--- config.mk ---
export PLATFORM = sky130hd
export DESIGN_NAME = ifmap_stream_mover_flat
export DESIGN_NICKNAME = d
export VERILOG_FILES = /design/src/rtl/ifmap_stream_mover_if.sv /design/src/rtl/ifmap_stream_mover.sv /design/src/flat_wrapper.sv
export SDC_FILE = /design/constraint.sdc
export NUM_CORES = 1
export LEC_CHECK = 0
export ABC_AREA = 1
export BUFFER_PORTS_ARGS = -buffer_cell sky130_fd_sc_hd__clkbuf_2
export CORE_MARGIN = 2
export CORE_UTILIZATION = 49
export DETAILED_ROUTE_END_ITERATION = 10
export PLACE_DENSITY = 0.73
export SYNTH_ARGS = -nofsm -noshare
export SYNTH_HDL_FRONTEND = slang
export SYNTH_SLANG_ARGS = --single-unit
--- constraint.sdc ---
create_clock -name clk -period 2.1 [get_ports clk]
set_clock_uncertainty 0.2 [all_clocks]
set_input_delay 0.42 -clock clk [delete_from_list [all_inputs] [get_ports clk]]
set_output_delay 0.42 -clock clk [all_outputs]
set_load 0.02 [all_outputs]
--- src/rtl/ifmap_stream_mover_if.sv ---
// Bundle of the stream and buffer handshakes around ifmap_stream_mover.
// master = the mover, slave = DMA/buffer side.
`ifndef ADDR_SIZE
`define ADDR_SIZE 8
`endif
`ifndef DATA_WIDTH
`define DATA_WIDTH 16
`endif
`ifndef TENSOR_SIZE
`define TENSOR_SIZE 8
`endif

interface ifmap_stream_mover_if #(
  parameter int ADDR_W = `ADDR_SIZE,
  parameter int DATA_W = `DATA_WIDTH
);
  logic [DATA_W-1:0] s_tdata;
  logic              s_tvalid;
  logic              s_tlast;
  logic              s_tready;

  logic [ADDR_W-1:0] w_addr;
  logic [DATA_W-1:0] w_data;
  logic              w_valid;
  logic              w_last;
  logic              w_ready;

  logic [ADDR_W-1:0] r_addr;
  logic              r_ready;
  logic [DATA_W-1:0] r_data;
  logic              r_valid;
  logic              r_last;

  logic [DATA_W-1:0] m_tdata;
  logic              m_tvalid;
  logic              m_tlast;
  logic              m_tready;

  modport master (
    input  s_tdata, s_tvalid, s_tlast,
    output s_tready,
    output w_addr, w_data, w_valid, w_last,
    input  w_ready,
    output r_addr, r_ready,
    input  r_data, r_valid, r_last,
    output m_tdata, m_tvalid, m_tlast,
    input  m_tready
  );

  modport slave (
    output s_tdata, s_tvalid, s_tlast,
    input  s_tready,
    input  w_addr, w_data, w_valid, w_last,
    output w_ready,
    input  r_addr, r_ready,
    output r_data, r_valid, r_last,
    input  m_tdata, m_tvalid, m_tlast,
    output m_tready
  );
endinterface

--- src/rtl/ifmap_stream_mover.sv ---
// Streams N words into the ifmap buffer, then reads them back through a 3-entry skid FIFO.
// Define IFMAP_MOVER_LEN_CHECK_EN to honour s_tlast for early termination and raise err.
`ifndef ADDR_SIZE
`define ADDR_SIZE 8
`endif
`ifndef DATA_WIDTH
`define DATA_WIDTH 16
`endif
`ifndef TENSOR_SIZE
`define TENSOR_SIZE 8
`endif

module ifmap_stream_mover #(
  parameter int ADDR_W = `ADDR_SIZE,
  parameter int DATA_W = `DATA_WIDTH,
  parameter int TS_W   = `TENSOR_SIZE
) (
  input  logic                clk,
  input  logic                rst,
  input  logic                start,
  input  logic [TS_W-1:0]     n_tensor_size,
  ifmap_stream_mover_if.master bus,
  output logic                busy,
  output logic                done,
  output logic                err
);

  localparam int CMP_W      = (ADDR_W > TS_W) ? ADDR_W : TS_W;
  localparam int FIFO_DEPTH = 3;

  typedef enum logic [2:0] {
    S_IDLE,
    S_LOAD,
    S_WAIT_RD,
    S_DRAIN,
    S_DONE
  } state_t;

  state_t state_q, state_d;

  logic [TS_W-1:0]       n_q;
  logic [TS_W-1:0]       n_m1;
  logic [ADDR_W-1:0]     wr_cnt_q;
  logic [ADDR_W-1:0]     rd_cnt_q;
  logic                  inflight_q;
  logic                  lastflag_q;
  logic [DATA_W-1:0]     fifo_data_q [FIFO_DEPTH];
  logic [FIFO_DEPTH-1:0] fifo_last_q;
  logic [1:0]            wr_ptr_q;
  logic [1:0]            rd_ptr_q;
  logic [1:0]            fifo_cnt_q;

  logic start_ok;
  logic beat;
  logic wr_at_end;
  logic rd_at_end;
  logic rd_more;
  logic credit_ok;
  logic rd_req;
  logic issue;
  logic push;
  logic pop;
  logic m_valid;
  logic head_last;
  logic term_beat;
  logic unused_r_last;

  function automatic logic [1:0] ptr_inc(input logic [1:0] p);
    return (p == 2'd2) ? 2'd0 : p + 2'd1;
  endfunction

  assign unused_r_last = bus.r_last;

  assign n_m1      = n_q - TS_W'(1);
  assign start_ok  = (state_q == S_IDLE) && start;
  assign beat      = (state_q == S_LOAD) && bus.s_tvalid && bus.w_ready;
  assign wr_at_end = (CMP_W'(wr_cnt_q) == CMP_W'(n_m1));
  assign rd_at_end = (CMP_W'(rd_cnt_q) == CMP_W'(n_m1));
  assign rd_more   = (CMP_W'(rd_cnt_q) <  CMP_W'(n_q));

  // Credit counts the word still in the RAM pipe so a full FIFO cannot be overrun.
  assign credit_ok = ({1'b0, fifo_cnt_q} + {2'b00, inflight_q}) <= 3'd2;
  assign rd_req    = (state_q == S_DRAIN) && rd_more && credit_ok;
  assign issue     = rd_req && bus.r_valid;
  assign push      = inflight_q;
  assign m_valid   = (fifo_cnt_q != 2'd0);
  assign pop       = m_valid && bus.m_tready;
  assign head_last = fifo_last_q[rd_ptr_q];

`ifdef IFMAP_MOVER_LEN_CHECK_EN
  logic err_q;
  logic len_err;

  assign term_beat = beat && (wr_at_end || bus.s_tlast);
  // Early s_tlast, or a final beat without s_tlast, are both length mismatches.
  assign len_err   = beat && (wr_at_end != bus.s_tlast);

  always_ff @(posedge clk) begin
    if (rst) begin
      err_q <= 1'b0;
    end else if (start_ok) begin
      err_q <= 1'b0;
    end else if (len_err) begin
      err_q <= 1'b1;
    end
  end

  assign err = err_q;
`else
  logic unused_s_tlast;

  assign unused_s_tlast = bus.s_tlast;
  assign term_beat      = beat && wr_at_end;
  assign err            = 1'b0;
`endif

  // NOTE: state and counters use non-blocking assignments so every flop samples pre-edge values.
  always_ff @(posedge clk) begin
    if (rst) begin
      state_q    <= S_IDLE;
      n_q        <= '0;
      wr_cnt_q   <= '0;
      rd_cnt_q   <= '0;
      inflight_q <= 1'b0;
      lastflag_q <= 1'b0;
      wr_ptr_q   <= 2'd0;
      rd_ptr_q   <= 2'd0;
      fifo_cnt_q <= 2'd0;
    end else begin
      state_q <= state_d;
      if (start_ok) begin
        n_q        <= n_tensor_size;
        wr_cnt_q   <= '0;
        rd_cnt_q   <= '0;
        inflight_q <= 1'b0;
        lastflag_q <= 1'b0;
        wr_ptr_q   <= 2'd0;
        rd_ptr_q   <= 2'd0;
        fifo_cnt_q <= 2'd0;
      end else begin
        if (beat) begin
          wr_cnt_q <= wr_cnt_q + ADDR_W'(1);
        end
        if (issue) begin
          rd_cnt_q <= rd_cnt_q + ADDR_W'(1);
        end
        inflight_q <= issue;
        lastflag_q <= issue && rd_at_end;
        if (push) begin
          wr_ptr_q <= ptr_inc(wr_ptr_q);
        end
        if (pop) begin
          rd_ptr_q <= ptr_inc(rd_ptr_q);
        end
        case ({push, pop})
          2'b10:   fifo_cnt_q <= fifo_cnt_q + 2'd1;
          2'b01:   fifo_cnt_q <= fifo_cnt_q - 2'd1;
          default: fifo_cnt_q <= fifo_cnt_q;
        endcase
      end
    end
  end

  // NOTE: FIFO storage is not reset; the head is gated by m_tvalid so stale words never leave.
  always_ff @(posedge clk) begin
    if (push) begin
      fifo_data_q[wr_ptr_q] <= bus.r_data;
      fifo_last_q[wr_ptr_q] <= lastflag_q;
    end
  end

  assign bus.m_tvalid = m_valid;
  assign bus.m_tdata  = m_valid ? fifo_data_q[rd_ptr_q] : '0;
  assign bus.m_tlast  = m_valid && head_last;

  // NOTE: every signal driven here gets a default first, so no path can infer a latch.
  always_comb begin
    state_d      = state_q;
    bus.s_tready = 1'b0;
    bus.w_valid  = 1'b0;
    bus.w_last   = 1'b0;
    bus.w_addr   = '0;
    bus.w_data   = '0;
    bus.r_ready  = 1'b0;
    bus.r_addr   = '0;
    case (state_q)
      S_IDLE: begin
        if (start) begin
          state_d = (n_tensor_size == '0) ? S_DONE : S_LOAD;
        end
      end
      S_LOAD: begin
        bus.s_tready = bus.w_ready;
        bus.w_valid  = bus.s_tvalid && bus.w_ready;
        bus.w_data   = bus.s_tdata;
        bus.w_addr   = wr_cnt_q;
        bus.w_last   = term_beat;
        if (term_beat) begin
          state_d = S_WAIT_RD;
        end
      end
      S_WAIT_RD: begin
        if (bus.r_valid) begin
          state_d = S_DRAIN;
        end
      end
      S_DRAIN: begin
        bus.r_ready = rd_req;
        bus.r_addr  = rd_cnt_q;
        if (pop && head_last) begin
          state_d = S_DONE;
        end
      end
      S_DONE: begin
        state_d = S_IDLE;
      end
      default: begin
        state_d = S_IDLE;
      end
    endcase
  end

  assign busy = (state_q != S_IDLE);
  assign done = (state_q == S_DONE);

endmodule

--- src/flat_wrapper.sv ---
// flat-port wrapper written by rule: the top's interface ports become plain ports
module ifmap_stream_mover_flat 
#(
  parameter int ADDR_W = `ADDR_SIZE,
  parameter int DATA_W = `DATA_WIDTH,
  parameter int TS_W   = `TENSOR_SIZE
)
  (clk, rst, start, n_tensor_size, busy, done, err, bus_s_tdata, bus_s_tvalid, bus_s_tlast, bus_s_tready, bus_w_addr, bus_w_data, bus_w_valid, bus_w_last, bus_w_ready, bus_r_addr, bus_r_ready, bus_r_data, bus_r_valid, bus_r_last, bus_m_tdata, bus_m_tvalid, bus_m_tlast, bus_m_tready);
  ifmap_stream_mover_if #(.ADDR_W(ADDR_W), .DATA_W(DATA_W)) bus_i ();
  input  logic clk;
  input  logic rst;
  input  logic start;
  input  logic [TS_W-1:0] n_tensor_size;
  output logic busy;
  output logic done;
  output logic err;
  input wire logic [$bits(bus_i.s_tdata)-1:0] bus_s_tdata;
  input wire logic [$bits(bus_i.s_tvalid)-1:0] bus_s_tvalid;
  input wire logic [$bits(bus_i.s_tlast)-1:0] bus_s_tlast;
  output wire logic [$bits(bus_i.s_tready)-1:0] bus_s_tready;
  output wire logic [$bits(bus_i.w_addr)-1:0] bus_w_addr;
  output wire logic [$bits(bus_i.w_data)-1:0] bus_w_data;
  output wire logic [$bits(bus_i.w_valid)-1:0] bus_w_valid;
  output wire logic [$bits(bus_i.w_last)-1:0] bus_w_last;
  input wire logic [$bits(bus_i.w_ready)-1:0] bus_w_ready;
  output wire logic [$bits(bus_i.r_addr)-1:0] bus_r_addr;
  output wire logic [$bits(bus_i.r_ready)-1:0] bus_r_ready;
  input wire logic [$bits(bus_i.r_data)-1:0] bus_r_data;
  input wire logic [$bits(bus_i.r_valid)-1:0] bus_r_valid;
  input wire logic [$bits(bus_i.r_last)-1:0] bus_r_last;
  output wire logic [$bits(bus_i.m_tdata)-1:0] bus_m_tdata;
  output wire logic [$bits(bus_i.m_tvalid)-1:0] bus_m_tvalid;
  output wire logic [$bits(bus_i.m_tlast)-1:0] bus_m_tlast;
  input wire logic [$bits(bus_i.m_tready)-1:0] bus_m_tready;
  assign bus_i.s_tdata = bus_s_tdata;
  assign bus_i.s_tvalid = bus_s_tvalid;
  assign bus_i.s_tlast = bus_s_tlast;
  assign bus_s_tready = bus_i.s_tready;
  assign bus_w_addr = bus_i.w_addr;
  assign bus_w_data = bus_i.w_data;
  assign bus_w_valid = bus_i.w_valid;
  assign bus_w_last = bus_i.w_last;
  assign bus_i.w_ready = bus_w_ready;
  assign bus_r_addr = bus_i.r_addr;
  assign bus_r_ready = bus_i.r_ready;
  assign bus_i.r_data = bus_r_data;
  assign bus_i.r_valid = bus_r_valid;
  assign bus_i.r_last = bus_r_last;
  assign bus_m_tdata = bus_i.m_tdata;
  assign bus_m_tvalid = bus_i.m_tvalid;
  assign bus_m_tlast = bus_i.m_tlast;
  assign bus_i.m_tready = bus_m_tready;
  ifmap_stream_mover #(.ADDR_W(ADDR_W), .DATA_W(DATA_W), .TS_W(TS_W)) u_core (.clk(clk), .rst(rst), .start(start), .n_tensor_size(n_tensor_size), .bus(bus_i), .busy(busy), .done(done), .err(err));
endmodule
Yosys cells after proc, flatten, opt, wreduce, memory -nomap -nowiden. Memory sizes are Yosys's and may differ from the RTL's. A register that Yosys moved wholly into a read port is not among the register bits. Cells that the tools add are included.

RAM bits: 48. Memories kept: 1. Bits in read-only memories: 0. Word-level logic and storage cells: 84. Output and inout bits: 57. Bits in latches: 0. Register bits: 38.

Equality and inequality tests: 14. Reductions and logical operators: 20. $mul: 0. $lt $le $gt $ge: 5. Muxes and demuxes: 26. Bitwise operators: 0. Div/mod/pow operators: 0. Shifts and indexed selects: 0. Add/sub/neg operators: 8.

Memory list: u_core.fifo_data_q (depth 3, width 16, rd ports 1, clocked after memory_dff 1, write ports 1, RTL line ifmap_stream_mover.sv:47) `logic [DATA_W-1:0] fifo_data_q [FIFO_DEPTH];`.

Operators by type and width (number): 16-bit 2-to-1 mux (2); 8-bit by 1-bit adder with 8-bit output, second input constant (2); 8-bit == test (2); 8-bit 2-to-1 mux (2); 3-bit 2-to-1 mux (5); 1-bit logical AND (13); 3-bit case mux with 4 select lines (1); 8-bit logical NOT (1); 8-bit < comparator (1); 1-bit 2-to-1 mux (8); 2-bit 2-to-1 mux (4); 8-bit by 1-bit subtractor with 8-bit output, second input constant (1); 2-bit by 1-bit adder with 2-bit output, second input constant (3); 2-bit == test, second input constant (3); 3-bit by 2-bit == test with 1-bit output, second input constant (2); 2-bit by 3-bit < comparator with 1-bit output, second input constant (2); 2-bit inequality test, second input constant (3); 2-bit case mux with 2 select lines (1); 4-bit AND reduction (1); 2-bit nonzero test (2); 2-bit by 1-bit adder with 3-bit output (1); 3-bit bitwise mux (1); 3-bit by 1-bit == test with 1-bit output, second input constant (1); 3-bit == test, second input constant (1); other kinds (10) (10).

Longest topological paths before layout.
Word-level depth: 6. Mapped depth: 15. Depth with buffers taken out: 15.

Least setup slack after synthesis. No wires, ideal clock.

Path type: register to output. Start: register u_core.n_q[0]. End: output port bus_w_last. Slack: -0.185 ns. Arrival time: 1.665 ns. Path buffers: 0. Cell stages (with the launch flop): 10. Required time: 1.480 ns. Path through: dfxtp_1 -> inv_2 -> ha_1 -> inv_1 -> nand2_1 -> nand2_1 -> nor2_1 -> nand4_1 -> nand3b_1 -> nor3_1.

Longest elaborated chain between the ends: 4.

RTL lines: start, declared (RTL line ifmap_stream_mover.sv:41) `logic [TS_W-1:0] n_q;`; start signal, assigned (RTL line ifmap_stream_mover.sv:132) `n_q <= n_tensor_size;`; 8-bit by 1-bit subtractor with 8-bit output (RTL line ifmap_stream_mover.sv:74) `assign n_m1 = n_q - TS_W'(1);`; 8-bit == test (RTL line ifmap_stream_mover.sv:77) `assign wr_at_end = (CMP_W'(wr_cnt_q) == CMP_W'(n_m1));`; 1-bit logical AND (RTL line ifmap_stream_mover.sv:113) `assign term_beat = beat && wr_at_end;`; 1-bit 2-to-1 mux (RTL line ifmap_stream_mover.sv:186) `case (state_q)`; end, declared (RTL line flat_wrapper.sv:24) `output wire logic [$bits(bus_i.w_last)-1:0] bus_w_last;`.

Every way passes these cells.

Worst setup path after layout. Same ends and word-level chain as after synthesis.

==> results.cfg <==
[power]
internal_power_mw = 3.185
p_leak_nw = 2.894
total_power_mw = 5.113
power_frac_clock_pct = 23.0
p_comb_share_pct = 38.1
swShare_pct = 37.71
p_sw_mw = 1.928
ir_worst_vdd_v = 0.0004988
p_per_area_nw_per_um2 = 788.9
power_frac_seq_pct = 38.9

[clocking]
htreeDepth = 3
cts-buffers-inserted = 9
clk_latency_ns = 0.35
clock-sinks = 88
clockBufferDepth = 2
cts-root-buf = clkbuf_8
clk_pin_slew_ns = 0.10
cts_tree = built

[detailed_routing]
drc_errors = 0
wire_per_inst_um = 15.45
vias = 4223
dr.pass1.iters = 5
dr_wl_met2_um = 6644
drtIter0Drc = 189
ant_nets = 0
wl_met1_um = 4890
avgViaCountPerCell = 5.233
routed_wl_um = 12470
maxUsedRoutingLayer = met4
met3WireLength_um = 637

[global_route]
grt_usage_pct = 22.48
grt-ovfl-total = 0
antenna_found_initial = 0
grt_pass1_vias = 4009
grt_max_degree = 31
grt_pass1_wl_um = 18140

[critical_path]
start_kind = flip-flop
critPathMaxFanout = 3
critical_path_arrival_ns = 1.87
endpoint_kind = output pin
cp.required_ns = 1.48
critical_path.top_delay_family = simple AND/OR/NAND/NOR gates
crit_chain = inv_2 > ha_4 > inv_2 > nand2_2 > nand2_2 > nor2_2 > nand4_1 > nand3b_1 > nor3_2 > buf_4
critPathMaxStageDelay_ns = 0.34
worst-path-buf-inv = 3
criticalPathCategory = flip-flop to output pin
cp_slowest_cell = dfxtp_2

[floorplan]
dieArea_um2 = 10210
placementRows = 35
die_height_um = 101.0
io_pins = 106
core-area_um2 = 9196
initial_core_util_pct = 50.18
die_w_um = 101.0

[sta]
fin_crit_ns = 2.490
fmax_ghz = 0.4017
layout_setup_ws_ns = -0.3896
rsz0062_at_grt = yes
final_max_slew_viol_count = 0
hold_violations = 0
setup_viol = 18
fin_tns_setup_ns = -1.534
finalCritPeriodShare_pct = 118.6

[finish]
num_antenna_cells = 0
final_nets = 755
syn2layout_area_growth_pct = 40.46
layout-drive-gt1-share_pct = 40.52
fill_cells = 676
final_cell_count_no_fill = 807

[placed_design]
place_hpwl_um = 7988
io_buffers = 102
placed_cells = 780
dp_slack_ns = -0.1052
gp_congestion = 0.8777

[synthesis]
synth_warnings = 0
synth_cells = 545
synth.distinct_cells = 36
avgSynthCellArea_um2 = 8.467
synth_nets = 609
syn-cell-area_um2 = 4614
yosys_register_bits = 88
ys_seq_area_share_pct = 49.24

[run]
cap_viol_max_count = 0

[run_status]
outcome = finished with violations
violations = negative setup slack

[hold_path]
hold_path.class = input port to flip-flop
==> cell usage in the layout (no fill, tap or decap), types with 11 or more instances in the layout <==
cell,instances
a21oi_2,15
inv_1,87
nor2_1,54
nand3_1,25
edfxtp_1,51
nand4_1,11
o21ai_2,13
buf_6,23
mux2_4,16
buf_4,34
a21oi_1,32
nor2_4,12
inv_2,11
clkbuf_2,72
nand2_1,70
o21ai_0,17
dfxtp_1,24
clkbuf_8,17
==> cell usage after synthesis <==
cell	count	area, um^2
inv_1	96	360.4
nand2_1	73	274.0
nor2_1	65	244.0
edfxtp_1	51	1531
a21oi_1	48	240.2
dfxtp_1	37	740.7
o21ai_0	36	180.2
nand3_1	26	130.1
mux2_2	16	180.2
ha_1	15	187.7
nand4_1	11	68.82
nor3_1	9	45.04
xor2_1	9	78.83
clkbuf_1	8	30.03
nor2_2	5	31.28
buf_2	4	20.02
inv_2	4	15.01
nand2_2	4	25.02
a211oi_1	3	22.52
a31oi_1	2	12.51
clkinv_1	2	7.510
nand3_2	2	20.02
nand3_4	2	35.03
nor3_2	2	20.02
nor3b_1	2	15.01
nor4_1	2	12.51
or2_2	2	12.51
buf_4	1	7.510
clkinv_2	1	5.000
conb_1	1	3.750
nand3b_1	1	7.510
nor2_4	1	11.26
nor2_8	1	20.02
o211ai_1	1	7.510
o21ai_1	1	5.000
o22ai_1	1	6.260
==> power by group through the flow <==
stage,clock (mW),combinational [mW],sequential (mW)
global route,1.26,2.16,2.00
global placement,0,1.65,2.00
detailed placement,0,1.69,2.00
CTS,1.18,1.82,1.97
floorplan,0,1.07,1.99
finish,1.18,1.95,1.99
==> final timing paths <==
path / from / to / slack [ns] / depth (start not counted)
worst min register to register: u_core.lastflag_q / u_core.fifo_last_q[1] / 0.28 / 0
worst max register to register: u_core.inflight_q / u_core.lastflag_q / 0.08 / 12
worst max-delay path: u_core.n_q[0] / bus_w_last / -0.39 / 10
worst min-delay path: bus_r_data[13] / u_core.fifo_data_q[1][13] / 0.06 / 1
==> metal layers <==
metal | global-route usage, % | vias to the layer above
met3 | 4.092 | 24
li1 | - | 2083
met2 | 40.80 | 147
met1 | 26.87 | 1969
met4 | 6.965 | 0
met5 | 0 | -
==> repair_timing <==
item	in CTS	in global routing
gates resized for setup	82	147
gates cloned	4	1
hold buffers	0	0
pin swaps	15	11
buffers inserted	4	5
endpoints found under the setup margin	52	65
==> metrics by stage <==
step	instance area [um^2]	hold slack [ns]	utilization, %
after global routing	6481	0.04799	70.48
final	6481	0.06281	70.48
after global placement	5523	0.2253	60.05
after detailed placement	5523	0.2420	60.05
after floorplan	4621	0.2210	-
after CTS	6068	0.05234	65.99
==> sequential cells by signal, summed over array words and instances (netlist names), named ones only <==
signal / cells
u_core.fifo_last_q: 3
u_core.state_q: 3
u_core.rd_ptr_q: 2
u_core.fifo_data_q: 48
u_core.lastflag_q: 1
u_core.wr_ptr_q: 2
u_core.wr_cnt_q: 8
u_core.fifo_cnt_q: 2
u_core.inflight_q: 1
u_core.rd_cnt_q: 8
u_core.n_q: 8
==> cell type report <==
cell class / count / area [um^2] / share of cell area, %
inverter: 103 / 394.1 / 6.081
timing repair buffer: 147 / 1164 / 17.95
clock buffer: 10 / 137.6 / 2.124
tap: 111 / 138.9 / 2.143
multi-input combinational: 342 / 2291 / 35.35
sequential: 88 / 2298 / 35.46
clock inverter: 6 / 57.56 / 0.8880
==> cell families after synthesis <==
group,synth area share [%]
AOI/OAI and AO/OA,10.28
xor gates and xnor gates,1.708
other,0.08127
buffers and inverters,9.653
and+or+nand+nor,21.07
adders and majority gates,4.067
DFF,49.24
muxes,3.904
==> worst register-to-register path, cell delays in order, from the launching register on <==
cell	delay, ns
dfxtp_2	0.38
ha_4	0.15
inv_2	0.04
ha_4	0.25
inv_1	0.04
nor3_2	0.14
o211ai_1	0.12
clkinv_2	0.06
buf_4	0.16
nand3_2	0.18
nor2_4	0.15
inv_2	0.03
nor2_1	0.08
Power figures use the tool's default switching activity.
